==> src/rtl/cpu_defs.sv <==
`default_nettype none
// +----------------------------------------------------------------------+
// | cpu_defs : shared CPU constants (data width, divider states, hilo WE) |
// | Rev 1.0                                                              |
// +----------------------------------------------------------------------+
package cpu_defs;

  localparam int DATA_W = 32;

  localparam logic [1:0] DIV_IDLE    = 2'b00;
  localparam logic [1:0] DIV_DIVZERO = 2'b01;
  localparam logic [1:0] DIV_ON      = 2'b10;
  localparam logic [1:0] DIV_END     = 2'b11;

  // Downstream stages commit result_o to HI and LO together.
  typedef logic [1:0] hiloWe_t;
  localparam hiloWe_t HILO_WE_NONE = 2'b00;
  localparam hiloWe_t HILO_WE_LO   = 2'b01;
  localparam hiloWe_t HILO_WE_HI   = 2'b10;
  localparam hiloWe_t HILO_WE_BOTH = 2'b11;

endpackage
`default_nettype wire

==> src/rtl/div_unit_step.sv <==
`default_nettype none
// +----------------------------------------------------------------------+
// | div_step : one combinational radix-2 restoring division iteration    |
// | Rev 1.0                                                              |
// +----------------------------------------------------------------------+
module div_step #(
  parameter int DATA_W = 32
) (
  input  logic [DATA_W-1:0] i_rem,
  input  logic [DATA_W-1:0] i_dividend,
  input  logic [DATA_W-1:0] i_divisor,
  output logic [DATA_W-1:0] o_rem,
  output logic [DATA_W-1:0] o_dividend
);

  logic [DATA_W:0] w_shifted;
  logic [DATA_W:0] w_trial;

  // The partial remainder stays below the divisor, so DATA_W+1 bits never overflow.
  always_comb begin
    w_shifted = {i_rem, i_dividend[DATA_W-1]};
    w_trial   = w_shifted - {1'b0, i_divisor};
    if (!w_trial[DATA_W]) begin
      o_rem      = w_trial[DATA_W-1:0];
      o_dividend = {i_dividend[DATA_W-2:0], 1'b1};
    end else begin
      o_rem      = w_shifted[DATA_W-1:0];
      o_dividend = {i_dividend[DATA_W-2:0], 1'b0};
    end
  end

endmodule
`default_nettype wire

==> src/rtl/div_unit.sv <==
`default_nettype none
// +----------------------------------------------------------------------+
// | div_unit : iterative restoring divider for MIPS DIV/DIVU -> {HI, LO} |
// | Rev 1.0                                                              |
// +----------------------------------------------------------------------+
module div_unit #(
  parameter int DATA_W = cpu_defs::DATA_W,
  parameter int CNT_W  = 6
) (
  input  logic                  clk,
  input  logic                  rst,
  input  logic                  start_i,
  input  logic                  annul_i,
  input  logic                  signed_i,
  input  logic [DATA_W-1:0]     opdata1_i,
  input  logic [DATA_W-1:0]     opdata2_i,
  output logic [2*DATA_W-1:0]   result_o,
  output logic                  ready_o,
  output logic                  stall_o
);

  import cpu_defs::*;

  localparam logic [CNT_W-1:0] c_lastCnt = CNT_W'(DATA_W - 1);

  logic [1:0]          r_state;
  logic [CNT_W-1:0]    r_cnt;
  logic [DATA_W-1:0]   r_rem;
  logic [DATA_W-1:0]   r_dividend;
  logic [DATA_W-1:0]   r_divisor;
  logic                r_signed;
  logic                r_negDividend;
  logic                r_negDivisor;
  logic [2*DATA_W-1:0] r_result;

  logic [DATA_W-1:0]   w_absDividend;
  logic [DATA_W-1:0]   w_absDivisor;
  logic [DATA_W-1:0]   w_stepRem;
  logic [DATA_W-1:0]   w_stepDividend;
  logic [DATA_W-1:0]   w_quoFinal;
  logic [DATA_W-1:0]   w_remFinal;
  logic                w_negQuo;
  logic                w_negRem;

  assign w_absDividend = (signed_i && opdata1_i[DATA_W-1]) ? -opdata1_i : opdata1_i;
  assign w_absDivisor  = (signed_i && opdata2_i[DATA_W-1]) ? -opdata2_i : opdata2_i;

  div_step #(
    .DATA_W (DATA_W)
  ) u_step (
    .i_rem      (r_rem),
    .i_dividend (r_dividend),
    .i_divisor  (r_divisor),
    .o_rem      (w_stepRem),
    .o_dividend (w_stepDividend)
  );

  // Truncation toward zero: remainder takes the dividend's sign.
  assign w_negQuo   = r_signed & (r_negDividend ^ r_negDivisor);
  assign w_negRem   = r_signed & r_negDividend;
  assign w_quoFinal = w_negQuo ? -w_stepDividend : w_stepDividend;
  assign w_remFinal = w_negRem ? -w_stepRem : w_stepRem;

  always_ff @(posedge clk) begin
    if (rst) begin
      r_state       <= DIV_IDLE;
      r_cnt         <= '0;
      r_rem         <= '0;
      r_dividend    <= '0;
      r_divisor     <= '0;
      r_signed      <= 1'b0;
      r_negDividend <= 1'b0;
      r_negDivisor  <= 1'b0;
      r_result      <= '0;
    end else if (annul_i) begin
      r_state <= DIV_IDLE;
    end else begin
      case (r_state)
        DIV_IDLE: begin
          if (start_i) begin
            r_signed      <= signed_i;
            r_negDividend <= opdata1_i[DATA_W-1];
            r_negDivisor  <= opdata2_i[DATA_W-1];
            r_dividend    <= w_absDividend;
            r_divisor     <= w_absDivisor;
            r_rem         <= '0;
            r_cnt         <= '0;
            r_state       <= (w_absDivisor == '0) ? DIV_DIVZERO : DIV_ON;
          end
        end
        DIV_DIVZERO: begin
          r_result <= '0;
          r_state  <= DIV_END;
        end
        DIV_ON: begin
          r_rem      <= w_stepRem;
          r_dividend <= w_stepDividend;
          r_cnt      <= r_cnt + CNT_W'(1);
          if (r_cnt == c_lastCnt) begin
            r_result <= {w_remFinal, w_quoFinal};
            r_state  <= DIV_END;
          end
        end
        DIV_END: begin
          r_state <= DIV_IDLE;
        end
        default: begin
          r_state <= DIV_IDLE;
        end
      endcase
    end
  end

  assign result_o = r_result;
  assign ready_o  = (r_state == DIV_END);
  assign stall_o  = start_i & ~ready_o & ~annul_i;

endmodule
`default_nettype wire

==> config.mk <==
export PLATFORM = sky130hd
export DESIGN_NAME = div_unit
export DESIGN_NICKNAME = d
export VERILOG_FILES = /design/src/rtl/cpu_defs.sv /design/src/rtl/div_unit_step.sv /design/src/rtl/div_unit.sv
export SDC_FILE = /design/constraint.sdc
export NUM_CORES = 1
export LEC_CHECK = 0
export CORE_ASPECT_RATIO = 1.2
export CORE_UTILIZATION = 30
export CTS_CLUSTER_SIZE = 12
export DETAILED_ROUTE_END_ITERATION = 8
export PLACE_DENSITY = 0.46
export SYNTH_ARGS = -nofsm -noshare
export SYNTH_HDL_FRONTEND = slang
export SYNTH_SLANG_ARGS = --single-unit
==> constraint.sdc <==
create_clock -name clk -period 5.5 [get_ports clk]
set_input_delay 1.65 -clock clk [delete_from_list [all_inputs] [get_ports clk]]
set_output_delay 1.65 -clock clk [all_outputs]
set_load 0.01 [all_outputs]
==> run_summary.xml <==
<?xml version="1.0" encoding="UTF-8"?>
<metrics>
  <group name="route">
    <metric name="drc" unit="">0</metric>
    <metric name="avgViaCountPerCell" unit="">5.19</metric>
    <metric name="detailedRoute.firstIterationViolations" unit="">670</metric>
    <metric name="routed_wire_length_per_instance" unit="um">18.9</metric>
    <metric name="dr_total_vias" unit="">11500</metric>
    <metric name="detailedRoute.firstPassIterationCount" unit="">5</metric>
    <metric name="ant_nets" unit="">0</metric>
    <metric name="totalWireLength" unit="um">41900</metric>
  </group>
  <group name="cells_and_area">
    <metric name="fin_cells" unit="">2222</metric>
    <metric name="num-nets-final" unit="">1793</metric>
    <metric name="drive_above_1_share" unit="%">6.66</metric>
    <metric name="multiInputGateArea" unit="um^2">7900</metric>
    <metric name="final_cell_mix" unit="">216 x nand2_1, 180 x nor2_1, 171 x dfxtp_1, 145 x a21oi_1, 133 x clkdlybuf4s50_1</metric>
    <metric name="final_common_cell" unit="">nand2_1</metric>
    <metric name="filler_cell_count" unit="">4152</metric>
    <metric name="finalInstanceArea" unit="um^2">14300</metric>
    <metric name="area.growth.synth_to_final" unit="%">20.4</metric>
    <metric name="insertedDiodeCount" unit="">0</metric>
    <metric name="layout.area.seq" unit="um^2">3420</metric>
  </group>
  <group name="critical_path">
    <metric name="criticalPathCategory" unit="">reg -&gt; reg</metric>
    <metric name="cp_top_family" unit="">compound AO/OA/AOI/OAI gates</metric>
    <metric name="critPathArrivalTime" unit="ns">5.47</metric>
    <metric name="worst_path_required_time" unit="ns">5.85</metric>
    <metric name="critical_path_buf_inv_count" unit="">2</metric>
    <metric name="cp_cell_sequence" unit="">inv_1 -&gt; ha_1 -&gt; inv_1 -&gt; fa_1 -&gt; a211oi_2 -&gt; o211ai_4 -&gt; nand4_4 -&gt; a2111oi_4 -&gt; nor3_2 -&gt; nor2_4 -&gt; mux2i_1 -&gt; ha_1 -&gt; nand2_1 -&gt; or4_1 -&gt; nor3_1 -&gt; nand4_2 -&gt; a2111oi_4 -&gt; a21oi_2 -&gt; a211o_1 -&gt; a32o_1</metric>
    <metric name="start_kind" unit="">register</metric>
    <metric name="cp_slowest_stage_delay" unit="ns">0.63</metric>
    <metric name="critical_path.endpoint_type" unit="">register</metric>
    <metric name="critical_path.slowest_cell" unit="">or4_1</metric>
    <metric name="worst_path_max_fanout" unit="">6</metric>
  </group>
  <group name="sta">
    <metric name="hold_ws" unit="ns">0.444</metric>
    <metric name="grt_setup_unrepaired" unit="">no</metric>
    <metric name="timing.fmax" unit="GHz">0.195</metric>
    <metric name="maxSlewHeadroom" unit="%">33.1</metric>
    <metric name="drv_slew" unit="">0</metric>
    <metric name="fin_crit_sh" unit="%">93.2</metric>
    <metric name="hold_viol" unit="">0</metric>
    <metric name="fin_setup_tns" unit="ns">0</metric>
    <metric name="tightestPinTransition" unit="ns">1.00</metric>
    <metric name="setup_violations" unit="">0</metric>
    <metric name="timing.final.crit_period" unit="ns">5.13</metric>
    <metric name="finClkSkew" unit="ns">0.0124</metric>
  </group>
  <group name="grt">
    <metric name="grt.overflow.total" unit="">0</metric>
    <metric name="grt_util_all_layers" unit="%">21.1</metric>
    <metric name="grt_max_degree" unit="">136</metric>
    <metric name="antenna_found_initial" unit="">0</metric>
    <metric name="wire_length_of_the_first_global_routing_pass" unit="um">65800</metric>
    <metric name="grt_pass1_vias" unit="">11300</metric>
  </group>
  <group name="die">
    <metric name="core_rows" unit="">79</metric>
    <metric name="initial_utilization" unit="%">30.6</metric>
    <metric name="num_io_pins" unit="">135</metric>
    <metric name="die_height" unit="um">220</metric>
    <metric name="dieWidth" unit="um">184</metric>
    <metric name="core_area" unit="um^2">38900</metric>
    <metric name="dieArea" unit="um^2">40500</metric>
  </group>
  <group name="clock_network">
    <metric name="tritoncts" unit="">built</metric>
    <metric name="ctsHoldBuffers" unit="">0</metric>
    <metric name="tritoncts_num_sinks" unit="">171</metric>
    <metric name="clock_path_buffers" unit="">2</metric>
    <metric name="worst_setup_hold_path_clk_slew" unit="ns">0.07</metric>
    <metric name="numCtsBuffers" unit="">17</metric>
    <metric name="clockRootBuffer" unit="">clkbuf_16</metric>
    <metric name="clock_tree.htree_level_count" unit="">4</metric>
    <metric name="clk-insertion-delay-late" unit="ns">0.46</metric>
    <metric name="post_cts.repair.setup_buffers" unit="">0</metric>
    <metric name="post_cts_resized" unit="">0</metric>
  </group>
  <group name="placement">
    <metric name="port-buffer-count" unit="">134</metric>
    <metric name="hpwl" unit="um">32200</metric>
    <metric name="placement.cell_area" unit="um^2">13800</metric>
    <metric name="routabilityCongestion" unit="">0.879</metric>
    <metric name="dpl.cell_count" unit="">2190</metric>
  </group>
  <group name="power">
    <metric name="p_leak" unit="nW">5.22</metric>
    <metric name="irDropWorstVdd" unit="uV">218</metric>
    <metric name="finalPower" unit="mW">3.37</metric>
    <metric name="p_per_area" unit="nW/um^2">235</metric>
  </group>
  <group name="yosys">
    <metric name="yosysWarnings" unit="">0</metric>
    <metric name="yosys-mux-area-fraction" unit="%">2.63</metric>
    <metric name="prevailing_post_synth_register_cell" unit="">dfxtp_1</metric>
    <metric name="synth.area.top_cells" unit="">dfxtp_1 29%, nand2_1 6.8%, a21oi_1 6.1%, nor2_1 5.7%, xor2_1 5.4%</metric>
    <metric name="synth_largest_type_area_fraction" unit="%">28.7</metric>
    <metric name="seq_area_frac_synth" unit="%">28.7</metric>
    <metric name="ys_async_sr_fraction" unit="%">0</metric>
    <metric name="synth_compound_gate_area_share" unit="%">25.6</metric>
    <metric name="postSynthCellCount" unit="">1596</metric>
    <metric name="post_synth.cell_area_avg" unit="um^2">7.46</metric>
    <metric name="synthDistinctLibCells" unit="">84</metric>
    <metric name="post_synth_and_or_nand_nor_area_fraction" unit="%">23.1</metric>
    <metric name="synth_nets" unit="">1706</metric>
    <metric name="mapped_area" unit="um^2">11900</metric>
    <metric name="synth-adder-area-share" unit="%">4.37</metric>
    <metric name="number_of_synthesized_flops_with_an_enable_pin" unit="">0</metric>
    <metric name="postSynthRegisterBits" unit="">171</metric>
    <metric name="synth_xor_xnor_area_share" unit="%">10.5</metric>
    <metric name="main_combinational_cell_family_by_area_after_synthesis" unit="">compound AO/OA/AOI/OAI gates</metric>
    <metric name="synth.largest_area_cell" unit="">dfxtp_1</metric>
  </group>
  <group name="run">
    <metric name="max-cap-violations" unit="">0</metric>
  </group>
  <group name="outcome">
    <metric name="run_status" unit="">completed</metric>
  </group>
  <group name="hold_path">
    <metric name="timing.hold.worst.class" unit="">reg -&gt; reg</metric>
  </group>
</metrics>
==> cells by family after synthesis <==
kind of cell | Yosys count
flip-flops | 171
AO/OA/AOI/OAI | 468
multiplexers | 30
adder cells (fa/ha/maj) | 41
buffers and inverters | 151
XOR/XNOR | 143
AND/OR/NAND/NOR | 592
==> registers in the layout, summed over array words and instances, names as in the netlist <==
name and count:
r_rem 32, r_signed 1, r_negDividend 1, r_divisor 32, r_state 2, r_dividend 32, r_cnt 6, r_negDivisor 1
result_o 64
==> Yosys cell counts, types with 4 or more instances <==
cell type  count
nor3_1        39
o41ai_1        6
and3_1         8
a21o_1        14
mux2i_1       20
a31oi_1       12
o31ai_1       17
a21oi_1      145
mux2_2        10
a22oi_1       43
nand2b_1       8
nand4_1       10
inv_1         55
o211ai_1       9
a2111oi_0      4
and2_1         9
nand2_1      216
o21bai_1       4
or4_1         13
buf_1          4
nand3b_1       7
nor3b_1        5
buf_2         17
a211oi_1      39
clkbuf_1      72
o21ai_1       18
or3_1         18
o21ai_0      101
nand3_1       22
nor4_1        19
o21a_1         8
ha_1          40
xor2_1        74
dfxtp_1      171
a2111oi_4      4
xnor2_1       69
nor2_1       182
nor2b_1       14
==> worst register-to-register path, cell delays in order, from the launching register on <==
cell and delay [ns]:
dfxtp_1 0.36, inv_1 0.06, ha_1 0.20, inv_1 0.07, fa_1 0.25, a211oi_2 0.13
o211ai_4 0.24, nand4_4 0.15, a2111oi_4 0.51, nor3_2 0.15, nor2_4 0.21, mux2i_1 0.31
ha_1 0.21, nand2_1 0.06, or4_1 0.63, nor3_1 0.26, nand4_2 0.18, a2111oi_4 0.38
a21oi_2 0.12, a211o_1 0.27, a32o_1 0.25
==> per-stage QoR <==
stage / util [%] / setup slack, ns
floorplan: - / 0.352
global placement: 35.3 / 0.300
detailed placement: 35.3 / 0.294
CTS: 36.8 / 0.386
global route: 36.8 / 0.0581
finish: 36.8 / 0.375
==> final timing paths <==
check	endpoint	cells after the start	startpoint	slack, ns
setup / recovery	result_o[62]$_SDFFE_PP0P_	20	r_dividend[31]$_SDFFE_PP0P_	0.37
hold / removal	result_o[57]$_SDFFE_PP0P_	2	result_o[57]$_SDFFE_PP0P_	0.44
setup reg to reg	result_o[62]$_SDFFE_PP0P_	20	r_dividend[31]$_SDFFE_PP0P_	0.37
hold reg to reg	result_o[57]$_SDFFE_PP0P_	2	result_o[57]$_SDFFE_PP0P_	0.44
==> layer usage <==
layer | part of all wire [%] | GRT usage [%]
met5 | 0 | 0
met4 | 2.2 | 6.44
met3 | 2.2 | 2.17
met2 | 50 | 37.6
met1 | 46 | 26.7
==> cell type report <==
| cell class | count | share of cell area (%) |
|---|---|---|
| timing repair buffer | 163 | 10.9 |
| tap | 526 | 4.59 |
| inverter | 56 | 1.47 |
| multi-input combinational | 1274 | 55.1 |
| sequential | 171 | 23.9 |
| clock inverter | 14 | 1.06 |
| clock buffer | 18 | 2.99 |
==> where the power goes <==
part           leakage, nW  switching (mW)  internal (mW)
combinational         3.56           0.518          0.298
sequential            1.39          0.0363           1.27
clock                0.280           0.600          0.644
(Power assumes the default switching activity.)
